**config.mk**
```make
export PLATFORM = sky130hd
export DESIGN_NAME = atc_request_sequencer
export DESIGN_NICKNAME = d
export VERILOG_FILES = /design/src/rtl/atc_request_sequencer.sv
export SDC_FILE = /design/constraint.sdc
export NUM_CORES = 1
export LEC_CHECK = 0
export CORE_ASPECT_RATIO = 1.75
export CORE_MARGIN = 8
export CORE_UTILIZATION = 50
export CTS_CLUSTER_DIAMETER = 50
export DETAILED_ROUTE_END_ITERATION = 16
export PLACE_DENSITY = 0.88
export SYNTH_ARGS = -nofsm -noshare
export SYNTH_HDL_FRONTEND = slang
export SYNTH_SLANG_ARGS = --single-unit
```
**constraint.sdc**
```tcl
create_clock -name clk -period 2.4 [get_ports clk]
set_input_delay 0.36 -clock clk [delete_from_list [all_inputs] [get_ports clk]]
set_output_delay 0.36 -clock clk [all_outputs]
set_load 0.01 [all_outputs]
```
**src/rtl/atc_request_sequencer.sv**
```systemverilog
// -----------------------------------------------------------------------------
// atc_request_sequencer
//
// Initiator side of the direction/enable/signal handshake into the air-traffic
// controller. Per-direction aircraft requests are latched into a pending set;
// one pending direction is chosen by round-robin, presented on d with a
// one-cycle en strobe, and the sequencer then waits for the controller's
// one-hot acknowledge on signal. An acknowledged direction reserves the
// corridor for HOLD_CYCLES before the next request is served. An attempt
// with no acknowledge within ACK_TIMEOUT cycles is abandoned and reported.
//
// Ports
//   clk          in   system clock, rising edge
//   reset        in   synchronous active-high reset
//   req[3:0]     in   per-direction request, sets pending[i]
//   signal[3:0]  in   controller acknowledge, one-hot on the granted direction
//   d[1:0]       out  direction presented to the controller
//   en           out  one-cycle issue strobe
//   busy         out  high in ISSUE, WAIT_ACK and HOLD
//   pending[3:0] out  latched, not-yet-served requests
//   served[3:0]  out  one-cycle pulse on the acknowledged direction
//   timeout_err  out  one-cycle pulse when an attempt is abandoned
// -----------------------------------------------------------------------------

// One pending bit per direction. A set and a clear landing in the same cycle
// resolve to set, so a request re-raised during its own acknowledge is kept.
module atc_req_lane (
  input  logic clk,
  input  logic reset,
  input  logic set_i,
  input  logic clr_i,
  output logic pend_o
);
  logic pend_q, pend_d;

  assign pend_d = set_i | (pend_q & ~clr_i);

  always_ff @(posedge clk) begin
    if (reset) pend_q <= 1'b0;
    else       pend_q <= pend_d;
  end

  assign pend_o = pend_q;
endmodule

module atc_request_sequencer #(
  parameter int ACK_TIMEOUT = 8,  // 1..255
  parameter int HOLD_CYCLES = 4   // 1..255
) (
  input  logic       clk,
  input  logic       reset,
  input  logic [3:0] req,
  input  logic [3:0] signal,
  output logic [1:0] d,
  output logic       en,
  output logic       busy,
  output logic [3:0] pending,
  output logic [3:0] served,
  output logic       timeout_err
);
  localparam int NUM_DIR = 4;

  // Terminal counts for the shared 8-bit counter.
  localparam logic [7:0] ACK_LAST  = 8'(ACK_TIMEOUT - 1);
  localparam logic [7:0] HOLD_LAST = 8'(HOLD_CYCLES - 1);

  typedef enum logic [1:0] {
    IDLE     = 2'd0,
    ISSUE    = 2'd1,
    WAIT_ACK = 2'd2,
    HOLD     = 2'd3
  } state_e;

  state_e     state_q, state_d;
  logic [1:0] dir_q, dir_d;
  logic       en_q, en_d;
  logic       busy_q, busy_d;
  logic [3:0] served_q, served_d;
  logic       tmo_q, tmo_d;
  logic [1:0] rr_q, rr_d;
  logic [7:0] cnt_q, cnt_d;

  logic [NUM_DIR-1:0] pend_clr;
  logic [NUM_DIR-1:0] pend_vec;
  logic [1:0]         sel_idx;
  logic [3:0]         dir_onehot;
  logic               ack_hit;

  // ---------------------------------------------------------------------------
  // Pending set, one lane per direction
  // ---------------------------------------------------------------------------
  for (genvar g = 0; g < NUM_DIR; g++) begin : g_lane
    atc_req_lane u_lane (
      .clk    (clk),
      .reset  (reset),
      .set_i  (req[g]),
      .clr_i  (pend_clr[g]),
      .pend_o (pend_vec[g])
    );
  end

  // ---------------------------------------------------------------------------
  // Round-robin pick: walk offsets from the far end toward rr_q so the
  // direction closest to rr_q (going upward, wrapping) is the last one written.
  // Only consumed in IDLE, where pend_vec is known non-zero.
  // ---------------------------------------------------------------------------
  always_comb begin
    sel_idx = rr_q;
    for (int i = NUM_DIR - 1; i >= 0; i--) begin
      if (pend_vec[rr_q + 2'(i)]) sel_idx = rr_q + 2'(i);
    end
  end

  assign dir_onehot = 4'b0001 << dir_q;
  // Exact match only: zero, wrong-bit and multi-hot values all miss.
  assign ack_hit    = (signal == dir_onehot);

  // ---------------------------------------------------------------------------
  // Next-state / output logic
  // ---------------------------------------------------------------------------
  always_comb begin
    state_d  = state_q;
    dir_d    = dir_q;
    en_d     = 1'b0;
    busy_d   = busy_q;
    served_d = 4'b0000;
    tmo_d    = 1'b0;
    rr_d     = rr_q;
    cnt_d    = cnt_q;
    pend_clr = '0;

    unique case (state_q)
      IDLE: begin
        if (|pend_vec) begin
          state_d = ISSUE;
          dir_d   = sel_idx;
          en_d    = 1'b1;   // registered, so en is high exactly in ISSUE
          busy_d  = 1'b1;
        end
      end

      ISSUE: begin
        // signal is not looked at here; an ack coincident with en is lost.
        state_d = WAIT_ACK;
        cnt_d   = 8'd0;
      end

      WAIT_ACK: begin
        if (ack_hit) begin
          served_d = dir_onehot;
          pend_clr = dir_onehot;
          rr_d     = dir_q + 2'd1;
          cnt_d    = 8'd0;
          state_d  = HOLD;
        end else if (cnt_q == ACK_LAST) begin
          // Abandon: request stays pending, pointer moves on so other
          // directions get a turn before this one is retried.
          tmo_d   = 1'b1;
          rr_d    = dir_q + 2'd1;
          cnt_d   = 8'd0;
          busy_d  = 1'b0;
          state_d = IDLE;
        end else begin
          cnt_d = cnt_q + 8'd1;
        end
      end

      HOLD: begin
        if (cnt_q == HOLD_LAST) begin
          cnt_d   = 8'd0;
          busy_d  = 1'b0;
          state_d = IDLE;
        end else begin
          cnt_d = cnt_q + 8'd1;
        end
      end

      default: begin
        busy_d  = 1'b0;
        state_d = IDLE;
      end
    endcase
  end

  always_ff @(posedge clk) begin
    if (reset) begin
      state_q  <= IDLE;
      dir_q    <= 2'd0;
      en_q     <= 1'b0;
      busy_q   <= 1'b0;
      served_q <= 4'b0000;
      tmo_q    <= 1'b0;
      rr_q     <= 2'd0;
      cnt_q    <= 8'd0;
    end else begin
      state_q  <= state_d;
      dir_q    <= dir_d;
      en_q     <= en_d;
      busy_q   <= busy_d;
      served_q <= served_d;
      tmo_q    <= tmo_d;
      rr_q     <= rr_d;
      cnt_q    <= cnt_d;
    end
  end

  assign d           = dir_q;
  assign en          = en_q;
  assign busy        = busy_q;
  assign pending     = pend_vec;
  assign served      = served_q;
  assign timeout_err = tmo_q;

  // Handshake invariants seen by the controller.
  a_en_single : assert property (@(posedge clk) disable iff (reset)
    en_q |=> !en_q);
  a_en_issue  : assert property (@(posedge clk) disable iff (reset)
    en_q |-> (state_q == ISSUE));
  a_busy_mode : assert property (@(posedge clk) disable iff (reset)
    busy_q == (state_q != IDLE));

endmodule

```
==> flow_metrics.py <==
metrics = {
    "run_status": {
        "status": "complete, no violations",
    },
    "sta": {
        "max_slew.worst_pin.slew_ns": 0.432,
        "setup_viol": 0,
        "fin_crit_sh": 0.854,
        "setup_tns_ns": 0,
        "fin_crit_ns": 2.05,
        "clock_skew_ns": 0.00237,
        "fmax_mhz": 488,
        "relSlewSlack": 0.712,
        "finalHoldViolCount": 0,
        "drv_slew": 0,
        "rsz0062_at_grt": "no",
    },
    "synthesis": {
        "synth_fa_ha_area_frac": 0.0951,
        "netlist-cell-type-count": 41,
        "synth_top_family_by_area": "simple AND/OR/NAND/NOR gates",
        "syn_area_per_cell_um2": 8.77,
        "synth_top_area_cell": "dfxtp_1",
        "synthTopCellsByCount": "dfxtp_1 (25), nor2_1 (19), a21oi_1 (10), ha_1 (10)",
        "syn_nets": 170,
        "ys_warn_count": 0,
        "syn_area_um2": 1320,
        "synth-simple-area-share": 0.225,
        "synth-seq-cells": 25,
        "synthTopCellsByArea": "dfxtp_1 (38%), ha_1 (9.5%), xor2_1 (6.0%), nor2_1 (5.4%), a21oi_1 (3.8%)",
        "synth-xor-area-share": 0.0666,
        "synth_compound_area_frac": 0.159,
        "synthArstFlopShare": 0,
        "synth-seq-area-share": 0.381,
        "yosysMostFrequentCell": "dfxtp_1",
        "synth_top_area_frac": 0.381,
        "syn-instance-count": 150,
        "synthFlopType": "dfxtp_1",
        "synth.area.mux_share": 0.0152,
        "synth_edf_count": 0,
    },
    "detailed_routing": {
        "finalWirelength_um": 3240,
        "ant_nets": 0,
        "vias": 1122,
        "drt_first_pass_iters": 4,
        "drcViolationCount": 0,
        "wl_per_cell_um": 16.5,
        "drt-initial-drc-count": 33,
        "viasPerCell": 5.72,
    },
    "placed_design": {
        "io_buffer_count": 22,
        "dp_cells": 192,
        "dpl.hpwl_um": 2640,
        "place_congestion": 0.884,
        "placedInstanceArea_um2": 1540,
    },
    "floorplanning": {
        "io_pins": 23,
        "coreArea_um2": 2490,
        "initial_core_util": 0.528,
        "die_h_um": 83.8,
        "num_rows": 24,
        "die_x_um": 54.8,
        "dieArea_um2": 4590,
    },
    "pwr": {
        "p_sw_frac": 0.361,
        "power_density_nw_per_um2": 772,
        "p_int_mw": 0.782,
        "power_frac_clock": 0.205,
        "power.switching_mw": 0.442,
        "power.leakage_nw": 0.642,
        "pwr-share-seq": 0.411,
        "vdd_drop_max_v": 0.000501,
        "power_frac_comb": 0.384,
    },
    "setup_path": {
        "r2r_start": "d[0]",
        "worst-path-max-fanout": 11,
        "cp-startpoint": "d[0]",
        "worst-setup-path-type": "register to register",
        "start_kind": "register",
        "worst_ep_arrival_time_ns": 2.23,
        "critPathCaptureType": "register",
        "cp.required_ns": 2.59,
    },
    "cts": {
        "post_cts_buffers": 0,
        "clock-sinks": 25,
        "htreeDepth": 1,
        "clock_latency_ns": 0.28,
        "cts_hold_buffers": 0,
        "post_cts_resized": 0,
        "cts_tree": "yes",
        "ctsRootBufferMaster": "clkbuf_8",
        "cts_made_buffers": 3,
        "clockBufferDepth": 2,
        "path_clk_slew_ns": 0.08,
    },
    "job": {
        "maxCapViolations": 0,
    },
    "layout": {
        "post-route-cell-area_um2": 1590,
        "fin_cells": 196,
        "drive_gt1_frac": 0.0647,
        "final_nets": 191,
        "multi_input_area_um2": 738,
        "register_area_um2": 500,
        "fillerInstances": 205,
        "diodes": 0,
        "area_growth_pct": 20.6,
    },
    "global_route": {
        "antenna_found_initial": 0,
        "grt_max_degree": 15,
        "grt_pass1_vias": 1244,
        "grt_pass1_wl_um": 5340,
        "grt.total_usage": 0.153,
        "grt_overflow": 0,
    },
    "min_path": {
        "hold_class": "register to register",
        "hold_start": "busy",
    },
}
state kept, by name, indices dropped and copies added (netlist names), 2 cells and up:
signal and count:
g_lane.u_lane.pend_o 4, rr_q 2, cnt_q 8, d 2
served 4, state_q 2
critical path: stages, from the launching register on:
cell and delay [ns]:
dfxtp_1 0.39, inv_1 0.10, ha_1 0.26, xor2_1 0.19, nor4_1 0.27, buf_4 0.21
or3_1 0.20, a21oi_2 0.07, a311oi_2 0.26
worst paths after layout:
check | end | slack, ns | cells past startpoint
worst max register to register | state_q[0] | 0.35 | 8
worst min-delay path | busy | 0.51 | 2
worst min register to register | busy | 0.51 | 2
worst max-delay path | state_q[0] | 0.35 | 8
through the flow:
stage | utilization | setup WS, ns | power (mW) | hold slack (ns)
final | 0.637 | 0.350 | 1.22 | 0.515
after global routing | 0.637 | 0.214 | 1.29 | 0.559
after CTS | 0.637 | 0.349 | 1.23 | 0.526
after detailed placement | 0.618 | 0.281 | 0.981 | 0.514
after global placement | 0.618 | 0.389 | 0.955 | 0.493
after floorplan | - | 0.420 | 0.829 | 0.471
power groups by stage:
stage               combinational [mW]  clock [mW]  sequential (mW)
floorplan                        0.317           0            0.512
global placement                 0.446           0            0.509
detailed placement               0.467           0            0.513
CTS                              0.473       0.253            0.504
global route                     0.513       0.266            0.511
finish                           0.470       0.251            0.503
logic make-up after synthesis:
group                    Yosys count
multiplexers                       2
buffers and inverters             16
XOR/XNOR                          10
flip-flops                        25
AO/OA/AOI/OAI                     30
adder cells (fa/ha/maj)           10
AND/OR/NAND/NOR                   57
metal layers:
metal | routed length, µm | part of all wire | track usage
met5 | 0 | 0 | 0
met4 | 136 | 0.042 | 0.0991
met3 | 128 | 0.040 | 0.0339
met2 | 1900 | 0.59 | 0.288
met1 | 1070 | 0.33 | 0.124
cell type report:
cell class,instances,area share
clock buffer,3,0.0260
clock inverter,1,0.00315
inverter,7,0.0166
multi-input combinational,109,0.465
sequential,25,0.315
tap,26,0.0205
timing repair buffer,25,0.153
cells in the final DEF (no fill, tap or decap), types with 2 or more instances in the layout:
master and instances:
mux2i_1 2, o21a_1 2, nor2b_1 2, and2_1 4
xor2_1 9, ha_1 10, nand4_1 2, or3_1 2
buf_4 3, nand2_1 9, nor4_1 2, a21oi_1 10
and3b_1 2, nor3_1 2, inv_1 7, dfxtp_1 25
clkdlybuf4s50_1 22, clkbuf_8 3, o31ai_1 2, nor2_1 19
nand2b_1 3, o21ai_0 4, nand3_1 5
(Power assumes the default switching activity.)
